===== src/rtl/seg_disp_pkg.sv =====
// Shared 7-segment display definitions: active-low segment patterns
// (bit6=a ... bit0=g) for digits 0-9, the blank pattern, and the BCD codes
// used for blank and undecodable readback. Shared with the display driver.
`timescale 1ns/1ps
package seg_disp_pkg;

   typedef logic [3:0] bcd_t;

   localparam logic [6:0] SEG_0 = 7'b0000001;
   localparam logic [6:0] SEG_1 = 7'b1001111;
   localparam logic [6:0] SEG_2 = 7'b0010010;
   localparam logic [6:0] SEG_3 = 7'b0000110;
   localparam logic [6:0] SEG_4 = 7'b1001100;
   localparam logic [6:0] SEG_5 = 7'b0100100;
   localparam logic [6:0] SEG_6 = 7'b0100000;
   localparam logic [6:0] SEG_7 = 7'b0001111;
   localparam logic [6:0] SEG_8 = 7'b0000000;
   localparam logic [6:0] SEG_9 = 7'b0000100;

   localparam logic [6:0] SEG_BLANK = 7'b1111111;

   localparam bcd_t BCD_BLANK = 4'hA;
   localparam bcd_t BCD_ERR   = 4'hF;

endpackage


===== src/rtl/seg_scan_readback_if.sv =====
// Multiplexed display drive lines: active-low segments and active-low
// one-hot anodes. The display driver is the master; observers use slave.
`timescale 1ns/1ps
interface seg_scan_readback_if #(
   parameter int NUM_DIGITS = 4
);
   logic [6:0]            seg_in;
   logic [NUM_DIGITS-1:0] an_in;

   modport master (output seg_in, output an_in);
   modport slave  (input  seg_in, input  an_in);
endinterface


===== src/rtl/seg_to_bcd.sv =====
// Combinational 7-segment pattern to BCD decoder. Returns BCD_ERR with
// valid low for any pattern that is not a displayable digit.
// Build option SEG_BLANK_DETECT_EN: all-segments-off decodes to BCD_BLANK
// as a valid code instead of an error.
`timescale 1ns/1ps
module seg_to_bcd
   import seg_disp_pkg::*;
(
   input  logic [6:0] seg,
   output bcd_t       bcd,
   output logic       valid
);

   // Pattern lookup; anything unlisted is undecodable.
   always_comb begin
      // NOTE: outputs get defaults before the case so no path leaves them unassigned (no latch).
      bcd   = BCD_ERR;
      valid = 1'b0;
      case (seg)
         SEG_0: begin bcd = 4'd0; valid = 1'b1; end
         SEG_1: begin bcd = 4'd1; valid = 1'b1; end
         SEG_2: begin bcd = 4'd2; valid = 1'b1; end
         SEG_3: begin bcd = 4'd3; valid = 1'b1; end
         SEG_4: begin bcd = 4'd4; valid = 1'b1; end
         SEG_5: begin bcd = 4'd5; valid = 1'b1; end
         SEG_6: begin bcd = 4'd6; valid = 1'b1; end
         SEG_7: begin bcd = 4'd7; valid = 1'b1; end
         SEG_8: begin bcd = 4'd8; valid = 1'b1; end
         SEG_9: begin bcd = 4'd9; valid = 1'b1; end
`ifdef SEG_BLANK_DETECT_EN
         SEG_BLANK: begin bcd = BCD_BLANK; valid = 1'b1; end
`else
         SEG_BLANK: begin bcd = BCD_ERR;   valid = 1'b0; end
`endif
         default: ;
      endcase
   end

endmodule


===== src/rtl/seg_scan_readback.sv =====
// Passive readback of a multiplexed 7-segment display. Samples the drive
// lines, waits for each digit to be stable, decodes it back to BCD and
// publishes the whole number once every anode position has been seen.
// Build option SEG_BLANK_DETECT_EN (in seg_to_bcd): blank digits read back
// as 4'hA without a decode error.
`timescale 1ns/1ps
module seg_scan_readback
   import seg_disp_pkg::*;
#(
   parameter int NUM_DIGITS    = 4,
   parameter int STABLE_CYCLES = 8
)(
   input  logic                    clk,
   input  logic                    reset,
   seg_scan_readback_if.slave      disp,
   output logic [4*NUM_DIGITS-1:0] digits_out,
   output logic                    frame_valid,
   output logic                    frame_done,
   output logic                    decode_err,
   output logic                    err_sticky
);

   localparam int IDX_W = (NUM_DIGITS > 1) ? $clog2(NUM_DIGITS) : 1;
   localparam int CNT_W = $clog2(STABLE_CYCLES);
   localparam logic [CNT_W-1:0] CNT_MAX = CNT_W'(STABLE_CYCLES - 1);
   localparam logic [CNT_W-1:0] CNT_PRE = CNT_W'(STABLE_CYCLES - 2);

   logic [6:0]              s_seg, p_seg;
   logic [NUM_DIGITS-1:0]   s_an, p_an;
   logic [CNT_W-1:0]        cnt;
   logic                    armed;
   logic [NUM_DIGITS-1:0]   mask;
   logic [4*NUM_DIGITS-1:0] staging;

   logic [NUM_DIGITS-1:0]   an_low;
   logic                    an_onehot;
   logic                    hold;
   logic                    accept;
   logic                    mask_full;
   logic [IDX_W-1:0]        digit_idx;
   bcd_t                    dec_bcd;
   logic                    dec_valid;

   seg_to_bcd u_dec (
      .seg   (s_seg),
      .bcd   (dec_bcd),
      .valid (dec_valid)
   );

   // Stability and accept qualification from the two sample stages.
   always_comb begin
      an_low    = ~s_an;
      an_onehot = (an_low != '0) && ((an_low & (an_low - 1'b1)) == '0);
      hold      = (s_seg == p_seg) && (s_an == p_an) && an_onehot;
      accept    = hold && armed && (cnt == CNT_PRE);
      mask_full = &mask;
   end

   // OR-reduction one-hot to index; only meaningful while an_onehot holds.
   always_comb begin
      digit_idx = '0;
      for (int i = 0; i < NUM_DIGITS; i++) begin
         if (an_low[i]) digit_idx = digit_idx | IDX_W'(i);
      end
   end

   // Two-stage sampling of the display lines; idle is blank with no anode.
   always_ff @(posedge clk or posedge reset) begin
      if (reset) begin
         s_seg <= '1;
         s_an  <= '1;
         p_seg <= '1;
         p_an  <= '1;
      end else begin
         // NOTE: non-blocking so every register sees the pre-edge values of its sources.
         s_seg <= disp.seg_in;
         s_an  <= disp.an_in;
         p_seg <= s_seg;
         p_an  <= s_an;
      end
   end

   // Saturating stability counter with a once-per-stretch accept arm.
   always_ff @(posedge clk or posedge reset) begin
      if (reset) begin
         cnt   <= '0;
         armed <= 1'b1;
      end else if (!hold) begin
         cnt   <= '0;
         armed <= 1'b1;
      end else begin
         if (cnt != CNT_MAX) cnt <= cnt + 1'b1;
         if (accept)         armed <= 1'b0;
      end
   end

   // Staging digits and capture mask; an accept during completion starts the next frame.
   always_ff @(posedge clk or posedge reset) begin
      if (reset) begin
         // NOTE: staging is small and reset-clear so a mid-frame reset discards it cleanly.
         staging <= '0;
         mask    <= '0;
      end else if (accept) begin
         staging[int'(digit_idx)*4 +: 4] <= dec_bcd;
         mask <= (mask_full ? '0 : mask) | an_low;
      end else if (mask_full) begin
         mask <= '0;
      end
   end

   // Frame publication and decode error reporting.
   always_ff @(posedge clk or posedge reset) begin
      if (reset) begin
         digits_out  <= '0;
         frame_valid <= 1'b0;
         frame_done  <= 1'b0;
         decode_err  <= 1'b0;
         err_sticky  <= 1'b0;
      end else begin
         frame_done <= mask_full;
         if (mask_full) begin
            digits_out  <= staging;
            frame_valid <= 1'b1;
         end
         decode_err <= accept && !dec_valid;
         if (accept && !dec_valid) err_sticky <= 1'b1;
      end
   end

endmodule


===== src/flat_wrapper.sv =====
// flat-port wrapper written by rule: the top's interface ports become plain ports
module seg_scan_readback_flat import seg_disp_pkg::*;
#(
   parameter int NUM_DIGITS    = 4,
   parameter int STABLE_CYCLES = 8
)
  (clk, reset, digits_out, frame_valid, frame_done, decode_err, err_sticky, disp_seg_in, disp_an_in);
  seg_scan_readback_if #(.NUM_DIGITS(NUM_DIGITS)) disp_i ();
  input  logic clk;
  input  logic reset;
  output logic [4*NUM_DIGITS-1:0] digits_out;
  output logic frame_valid;
  output logic frame_done;
  output logic decode_err;
  output logic err_sticky;
  input wire logic [$bits(disp_i.seg_in)-1:0] disp_seg_in;
  input wire logic [$bits(disp_i.an_in)-1:0] disp_an_in;
  assign disp_i.seg_in = disp_seg_in;
  assign disp_i.an_in = disp_an_in;
  seg_scan_readback #(.NUM_DIGITS(NUM_DIGITS), .STABLE_CYCLES(STABLE_CYCLES)) u_core (.clk(clk), .reset(reset), .disp(disp_i), .digits_out(digits_out), .frame_valid(frame_valid), .frame_done(frame_done), .decode_err(decode_err), .err_sticky(err_sticky));
endmodule

===== config.mk =====
export PLATFORM = sky130hd
export DESIGN_NAME = seg_scan_readback_flat
export DESIGN_NICKNAME = d
export VERILOG_FILES = /design/src/rtl/seg_disp_pkg.sv /design/src/rtl/seg_scan_readback_if.sv /design/src/rtl/seg_to_bcd.sv /design/src/rtl/seg_scan_readback.sv /design/src/flat_wrapper.sv
export SDC_FILE = /design/constraint.sdc
export NUM_CORES = 1
export LEC_CHECK = 0
export CORE_MARGIN = 3
export CORE_UTILIZATION = 40
export CTS_CLUSTER_DIAMETER = 200
export DETAILED_ROUTE_END_ITERATION = 6
export PLACE_DENSITY = 0.66
export SYNTH_ARGS = -nofsm -noshare
export SYNTH_HDL_FRONTEND = slang
export SYNTH_HIERARCHICAL = 1
export SYNTH_SLANG_ARGS = --single-unit

===== constraint.sdc =====
create_clock -name clk -period 5.21 [get_ports clk]
set_input_delay 1.042 -clock clk [delete_from_list [all_inputs] [get_ports clk]]
set_output_delay 1.042 -clock clk [all_outputs]
set_load 0.01 [all_outputs]

==> impl_metrics.csv, run 1 <==
group,metric,value,unit
place,numPortBuffers,32,
global_routing,global_route_wire_length_before_repair,8142,µm
clock_tree,insertion_delay,340,ps
detailed_routing,dr.pass1.iters,4,
floorplan,placementRows,29,
cells_and_area,synthToLayoutAreaGrowth,21.67,%
detailed_routing,detail-route-antenna-nets,0,
setup_path,crit_slowest_cell,"sky130_fd_sc_hd__clkdlybuf4s50_1",
global_routing,routing_usage_on_met2,22.64,%
synth,post-synth-top-count-cell,"sky130_fd_sc_hd__nand2_1",
synth,synthesis.area,0.002778,mm²
global_routing,number_of_global_route_vias_before_repair,1834,
power,power_leakage,1.559,nW
place,place.gp.congestion,0.7710,
detailed_routing,num_vias,1773,
detailed_routing,drt_drc_violations_left,0,
global_routing,met3_usage,5.253,%
floorplan,die_w,89.33,µm
run_status,status,"finished clean",
clock_tree,cts_setup_buffers,0,
setup_path,worst-endpoint-arrival,1260,ps
power,ir_worst_vdd,0.1724,mV
global_routing,grt_max_degree,42,
clock_tree,clock_sinks,66,
detailed_routing,wire_per_inst,12.87,µm
min_path,worst_hold_path_type,"reg2reg",
setup_path,critical_path.max_stage_delay,550,ps
timing,finalSetupTns,0,ps
synth,synth-edff-count,0,
detailed_routing,drt_wl_total,4775,µm
clock_tree,cts-buffers-inserted,9,
global_routing,antenna_found_initial,0,
setup_path,endpoint_kind,"output port",
synth,ys_seq_elements,66,
clock_tree,cts_root_buffer,"sky130_fd_sc_hd__clkbuf_8",
timing,timing_worst_slew_pin_value,832.3,ps
setup_path,timing.setup.critical_path_class,"reg2out",
timing,holdWs,392.4,ps
global_routing,busiest_layer,"met2",
power,power-per-cell-area,292.5,mW/mm²
synth,synth_seq_area_share,60.50,%
floorplan,start_util,42.53,%
synth,ys_top_cells_by_area,"sky130_fd_sc_hd__dfrtp_1, sky130_fd_sc_hd__dfstp_2, sky130_fd_sc_hd__nand2_1, sky130_fd_sc_hd__mux2i_1, sky130_fd_sc_hd__o21ai_0",
synth,synthesis.instances,248,
synth,yosys.area.top_type,"sky130_fd_sc_hd__dfrtp_1",
setup_path,cp_top_family,"buffers and inverters",
synth,synth_flop_cell,"sky130_fd_sc_hd__dfrtp_1",
clock_tree,worst_setup_hold_path_clk_slew,70,ps
timing,timing.clock.skew,8.581,ps
synth,synthDominantCellAreaShare,38.74,%
global_routing,groute.usage.overall,13.66,%
timing,unrepaired_setup_endpoints_after_global_routing,"false",
cells_and_area,design.final.nets,310,
clock_tree,cts_tree,"yes",
setup_path,cp_num_buf_inv,1,
timing,period_minus_slack,2302,ps
synth,top_cell_types_by_occurrence_after_synthesis,"sky130_fd_sc_hd__nand2_1, sky130_fd_sc_hd__dfrtp_1, sky130_fd_sc_hd__inv_1",
setup_path,cp_cell_sequence,"clkdlybuf4s50_1",
setup_path,critical_path_required,4170,ps
synth,synthesis.yosys.warnings,6,
clock_tree,h-tree-depth,3,
floorplan,dieArea,0.007980,mm²
setup_path,timing.critical_path.from_type,"register",
clock_tree,post_cts.resized_instances,0,
floorplan,io_pins,33,
synth,synthDistinctLibCells,35,
timing,period_share,44.19,%
place,dp.final_hpwl,3337,µm
run,max_capacitance_violation_count,0,
cells_and_area,drive_above_1_share,15.65,%
cells_and_area,postLayoutCoreUtil,51.74,%
timing,worst_case_headroom_to_the_max_slew_limit,44.43,%
global_routing,grt-ovfl-total,0,
timing,number_of_hold_violations_in_the_final_report,0,
detailed_routing,initialDrtViolationCount,80,
timing,achievable-frequency,434.4,MHz
timing,finalSetupViolCount,0,
cells_and_area,n_antenna_cell,0,
clock_tree,hold_buffers,0,
detailed_routing,vias_per_cell,4.779,
synth,async_flop_share,100.0,%
synth,synth_fp_nets,269,
timing,finalMaxSlewViolations,0,
cells_and_area,finalNonFillerCells,371,
floorplan,chipHeight,89.33,µm
place,dp.cells,355,
setup_path,critical_path.max_fanout,2,
floorplan,core_area,0.006531,mm²
synth,syn_avg_cell_area,11.20,µm²
clock_tree,clk_path_buf_depth,2,
global_routing,met1_usage,15.66,%
## registers in the layout, indices dropped and copies added (netlist names)
signal              flops
u_core/s_seg            7
u_core/cnt              3
u_core/s_an             4
u_core/decode_err       1
u_core/digits_out      16
u_core/frame_valid      1
u_core/p_seg            7
u_core/err_sticky       1
u_core/frame_done       1
u_core/armed            1
u_core/p_an             4
u_core/staging         16
u_core/mask             4
## metal layers
layer	part of all wire, %	up-vias
met4	1.2	0
met2	48	38
met5	0	-
met3	4.6	5
met1	46	825
li1	-	905
## logic make-up (layout without fill, tap and decap cells)
family / after synthesis / after routing / share of synthesized area, %
muxes: 17 / 17 / 6.126
xor gates and xnor gates: 9 / 9 / 2.838
buffers and inverters: 29 / 75 / 3.919
AOI/OAI and AO/OA: 36 / 36 / 8.109
adders and majority gates: 8 / 8 / 3.604
DFF: 66 / 66 / 60.50
and+or+nand+nor: 83 / 83 / 14.91
## where the power goes
part           internal (mW)  switching [mW]
Combinational         0.0230          0.0290
Sequential             0.529          0.0109
Clock                  0.211           0.186
## cells in the final DEF (no fill, tap or decap), types with 2 or more instances in the layout
master and n:
sky130_fd_sc_hd__dfrtp_1 43, sky130_fd_sc_hd__nor4_2 2, sky130_fd_sc_hd__a21oi_1 3, sky130_fd_sc_hd__buf_4 2, sky130_fd_sc_hd__xnor2_1 7, sky130_fd_sc_hd__inv_2 2
sky130_fd_sc_hd__nand2_1 46, sky130_fd_sc_hd__clkbuf_1 2, sky130_fd_sc_hd__nor2_1 9, sky130_fd_sc_hd__a31oi_1 3, sky130_fd_sc_hd__nand3b_1 2, sky130_fd_sc_hd__mux2i_1 17
sky130_fd_sc_hd__clkbuf_8 12, sky130_fd_sc_hd__a22o_1 2, sky130_fd_sc_hd__nand4_1 5, sky130_fd_sc_hd__nor4_1 2, sky130_fd_sc_hd__clkdlybuf4s50_1 32, sky130_fd_sc_hd__xor2_1 2
sky130_fd_sc_hd__dfstp_2 23, sky130_fd_sc_hd__ha_1 8, sky130_fd_sc_hd__inv_1 23, sky130_fd_sc_hd__nand2b_1 6, sky130_fd_sc_hd__nor3b_1 3, sky130_fd_sc_hd__o21ai_0 22
## stage by stage
stage	setup slack (ps)	power, mW	instance area (µm²)
after floorplan	2551	0.5807	2778
after global placement	2733	0.6004	3194
after detailed placement	2696	0.6018	3194
after CTS	2880	1.005	3379
after global routing	2742	1.037	3379
final	2908	0.9885	3379
## final timing paths
check	startpoint	end	slack (ps)	cells past startpoint
setup / recovery	u_core/err_sticky	err_sticky	2910	1
hold / removal	u_core/s_an[2]	u_core/p_an[2]	390	0
setup reg to reg	u_core/s_seg[4]	u_core/decode_err	2970	5
hold reg to reg	u_core/s_an[2]	u_core/p_an[2]	390	0
max in group asynchronous	reset	u_core/p_seg[3]	3140	3
min in group asynchronous	reset	u_core/frame_done	1180	2
## layout make-up
cell class	count	area, µm²
clock buffers	14	172.7
clock inverters	2	12.51
fillers	618	3152
inverters	25	93.84
multi-input cells	153	988.4
flip-flops and latches	66	1680
well taps	77	96.34
repair buffers	34	335.3
Note: power is estimated with default switching activity, not from simulation.
==> run 2: changes to the inputs <==
--- a/config.mk
+++ b/config.mk
@@ -9,7 +9,7 @@
 export CORE_UTILIZATION = 40
 export CTS_CLUSTER_DIAMETER = 200
 export DETAILED_ROUTE_END_ITERATION = 6
-export PLACE_DENSITY = 0.66
+export PLACE_DENSITY = 0.69
 export SYNTH_ARGS = -nofsm -noshare
 export SYNTH_HDL_FRONTEND = slang
 export SYNTH_HIERARCHICAL = 1
==> constraint.sdc (replaced) <==
create_clock -name clk -period 2.1 [get_ports clk]
set_input_delay 0.42 -clock clk [delete_from_list [all_inputs] [get_ports clk]]
set_output_delay 0.42 -clock clk [all_outputs]
set_load 0.01 [all_outputs]
==> run 2 against run 1 <==
Against the previous run: clock-buffer cell count fell by 1; setup slack worse by 2600 ps; register-to-register slack got worse by 2700 ps; sequential power is 150% higher; routed wire length down 2.6%; final area up 2.6%.
==> impl_metrics.csv, run 2 (synthesis results as in run 1) <==
group,metric,value,unit
setup_path,timing.rr.end,"u_core/staging[4]",
global_routing,groute.usage.overall,13.44,%
floorplan,die_w,89.33,µm
global_routing,grt-ovfl-total,0,
global_routing,busiest_layer,"met2",
setup_path,r2r.worst_path.cells,7,
cells_and_area,design.final.nets,320,
power,p_sw,0.5372,mW
timing,finalSetupViolCount,0,
power,p_seq_share,56.3,%
detailed_routing,vias_per_cell,4.808,
clock_tree,cts_setup_buffers,0,
clock_tree,cts_root_buffer,"sky130_fd_sc_hd__clkbuf_8",
cells_and_area,layout_top_registers,"u_core/digits_out x16, u_core/staging x16",
floorplan,placementRows,29,
power,p_comb_share,6.0,%
detailed_routing,drt_drc_violations_left,0,
setup_path,worst-endpoint-arrival,2080,ps
place,place.gp.congestion,0.8607,
min_path,worst_hold_path_type,"in2async",
run,max_capacitance_violation_count,0,
timing,timing.clock.skew,12.39,ps
global_routing,global_route_wire_length_before_repair,8073,µm
clock_tree,h-tree-depth,3,
global_routing,grt_max_degree,39,
timing,unrepaired_setup_endpoints_after_global_routing,"false",
clock_tree,worst_setup_hold_path_clk_slew,70,ps
place,dp.final_hpwl,3449,µm
cells_and_area,mostFrequentLayoutCells,"sky130_fd_sc_hd__nand2_1, sky130_fd_sc_hd__dfrtp_1, sky130_fd_sc_hd__clkdlybuf4s50_1",
clock_tree,clk_path_buf_depth,2,
run_status,status,"finished clean",
setup_path,crit_slowest_cell,"sky130_fd_sc_hd__dfstp_2",
setup_path,crit_path_frequent_cell,"sky130_fd_sc_hd__nand2_1",
power,power-per-cell-area,684.6,mW/mm²
clock_tree,hold_buffers,0,
global_routing,met3_usage,6.267,%
place,numPortBuffers,32,
timing,worst_case_headroom_to_the_max_slew_limit,72.24,%
detailed_routing,initialDrtViolationCount,59,
global_routing,met1_usage,15.93,%
timing,number_of_hold_violations_in_the_final_report,0,
timing,timing_worst_slew_pin_value,413.2,ps
floorplan,io_pins,33,
floorplan,dieArea,0.007980,mm²
place,dp.cells,365,
power,share_clk_of_total_power,37.6,%
detailed_routing,dr.pass1.iters,4,
power,netSwitchingFraction,22.64,%
cells_and_area,final_common_cell,"sky130_fd_sc_hd__nand2_1",
cells_and_area,n_antenna_cell,0,
setup_path,critical_path_required,2350,ps
timing,achievable-frequency,545.9,MHz
setup_path,critical_path.max_stage_delay,590,ps
setup_path,cp_cell_sequence,"and4b_1 > a32o_1 > a31oi_4 > nand3_2 > nand2_1 > nand2_1 > mux2i_1",
setup_path,timing.critical_path.from_type,"register",
clock_tree,insertion_delay,330,ps
detailed_routing,num_vias,1832,
clock_tree,cts-buffers-inserted,9,
global_routing,routing_usage_on_met2,21.97,%
clock_tree,cts_tree,"yes",
floorplan,start_util,42.53,%
setup_path,endpoint_kind,"register",
detailed_routing,drt_wl_total,4650,µm
power,ir_worst_vdd,0.5740,mV
clock_tree,clock_sinks,66,
detailed_routing,wire_per_inst,12.20,µm
cells_and_area,synthToLayoutAreaGrowth,24.77,%
floorplan,chipHeight,89.33,µm
detailed_routing,detail-route-antenna-nets,0,
floorplan,core_area,0.006531,mm²
cells_and_area,finalNonFillerCells,381,
global_routing,number_of_global_route_vias_before_repair,1801,
setup_path,worst-r2r-setup-slack,270,ps
setup_path,timing.setup.critical_path_class,"reg2reg",
power,power_leakage,1.605,nW
setup_path,timing.rr.start,"u_core/s_seg[5]",
timing,period_minus_slack,1832,ps
power,internal-power,1.835,mW
setup_path,critical_path.max_fanout,9,
timing,period_share,87.23,%
global_routing,antenna_found_initial,0,
clock_tree,post_cts.resized_instances,0,
timing,finalMaxSlewViolations,0,
cells_and_area,drive_above_1_share,18.42,%
timing,finalSetupTns,0,ps
-- run 2: cell count changes in the layout (fill, tap and decap cells not counted) --
cell and delta:
sky130_fd_sc_hd__nor3b_2 +1, sky130_fd_sc_hd__buf_4 +8, sky130_fd_sc_hd__clkbuf_1 +1, sky130_fd_sc_hd__clkbuf_8 -2
sky130_fd_sc_hd__nor3b_1 -1, sky130_fd_sc_hd__buf_12 +2, sky130_fd_sc_hd__clkinv_2 +1
-- run 2: final cells by class --
cell class              count  area (µm²)
inverters                  25       93.84
fillers                   592        3065
clock inverters             3       17.52
flip-flops and latches     66        1680
multi-input cells         153       993.5
well taps                  77       96.34
clock buffers              13       148.9
repair buffers             44       435.4
-- run 2: worst max path at each step --
stage	start	end	slack, ps
2_1_floorplan	reset	u_core/cnt[0]	60
3_3_place_gp	u_core/s_an[1]	u_core/staging[2]	280
3_5_place_dp	u_core/s_seg[5]	u_core/staging[7]	260
5_1_grt	u_core/s_an[1]	u_core/staging[6]	110
4_1_cts	u_core/s_seg[5]	u_core/staging[7]	250
6_report	u_core/s_seg[5]	u_core/staging[4]	270
-- run 2: through the flow --
stage / hold slack [ps] / utilization (%) / total power, mW / worst slack (ps) / instance area [µm²]
6_report: 372.1 / 53.07 / 2.373 / 268.1 / 3466
3_3_place_gp: 382.0 / 50.44 / 1.500 / 284.0 / 3294
4_1_cts: 362.5 / 52.99 / 2.417 / 250.9 / 3461
2_1_floorplan: 372.8 / - / 1.441 / 63.26 / 2778
3_5_place_dp: 388.0 / 50.44 / 1.504 / 256.0 / 3294
5_1_grt: 391.7 / 53.07 / 2.501 / 113.9 / 3466
-- run 2: per-layer routing --
metal / vias to the layer above / part of all wire [%]
met4: 0 / 0.62
met3: 4 / 5.0
li1: 933 / -
met5: - / 0
met2: 47 / 48
met1: 848 / 46
-- run 2: power by group through the flow --
stage               Combinational, mW  Clock, mW  Sequential (mW)
CTS                             0.145      0.935             1.34
detailed placement              0.145          0             1.36
global route                    0.161      0.999             1.34
floorplan                      0.0878          0             1.35
finish                          0.143      0.893             1.34
global placement                0.143          0             1.36
-- run 2: critical path: cells and delay by family (launching register included) --
family | cells | cell delay (ps)
compound gates | 2 | 460
flops | 1 | 590
mux | 1 | 120
simple gates | 4 | 580
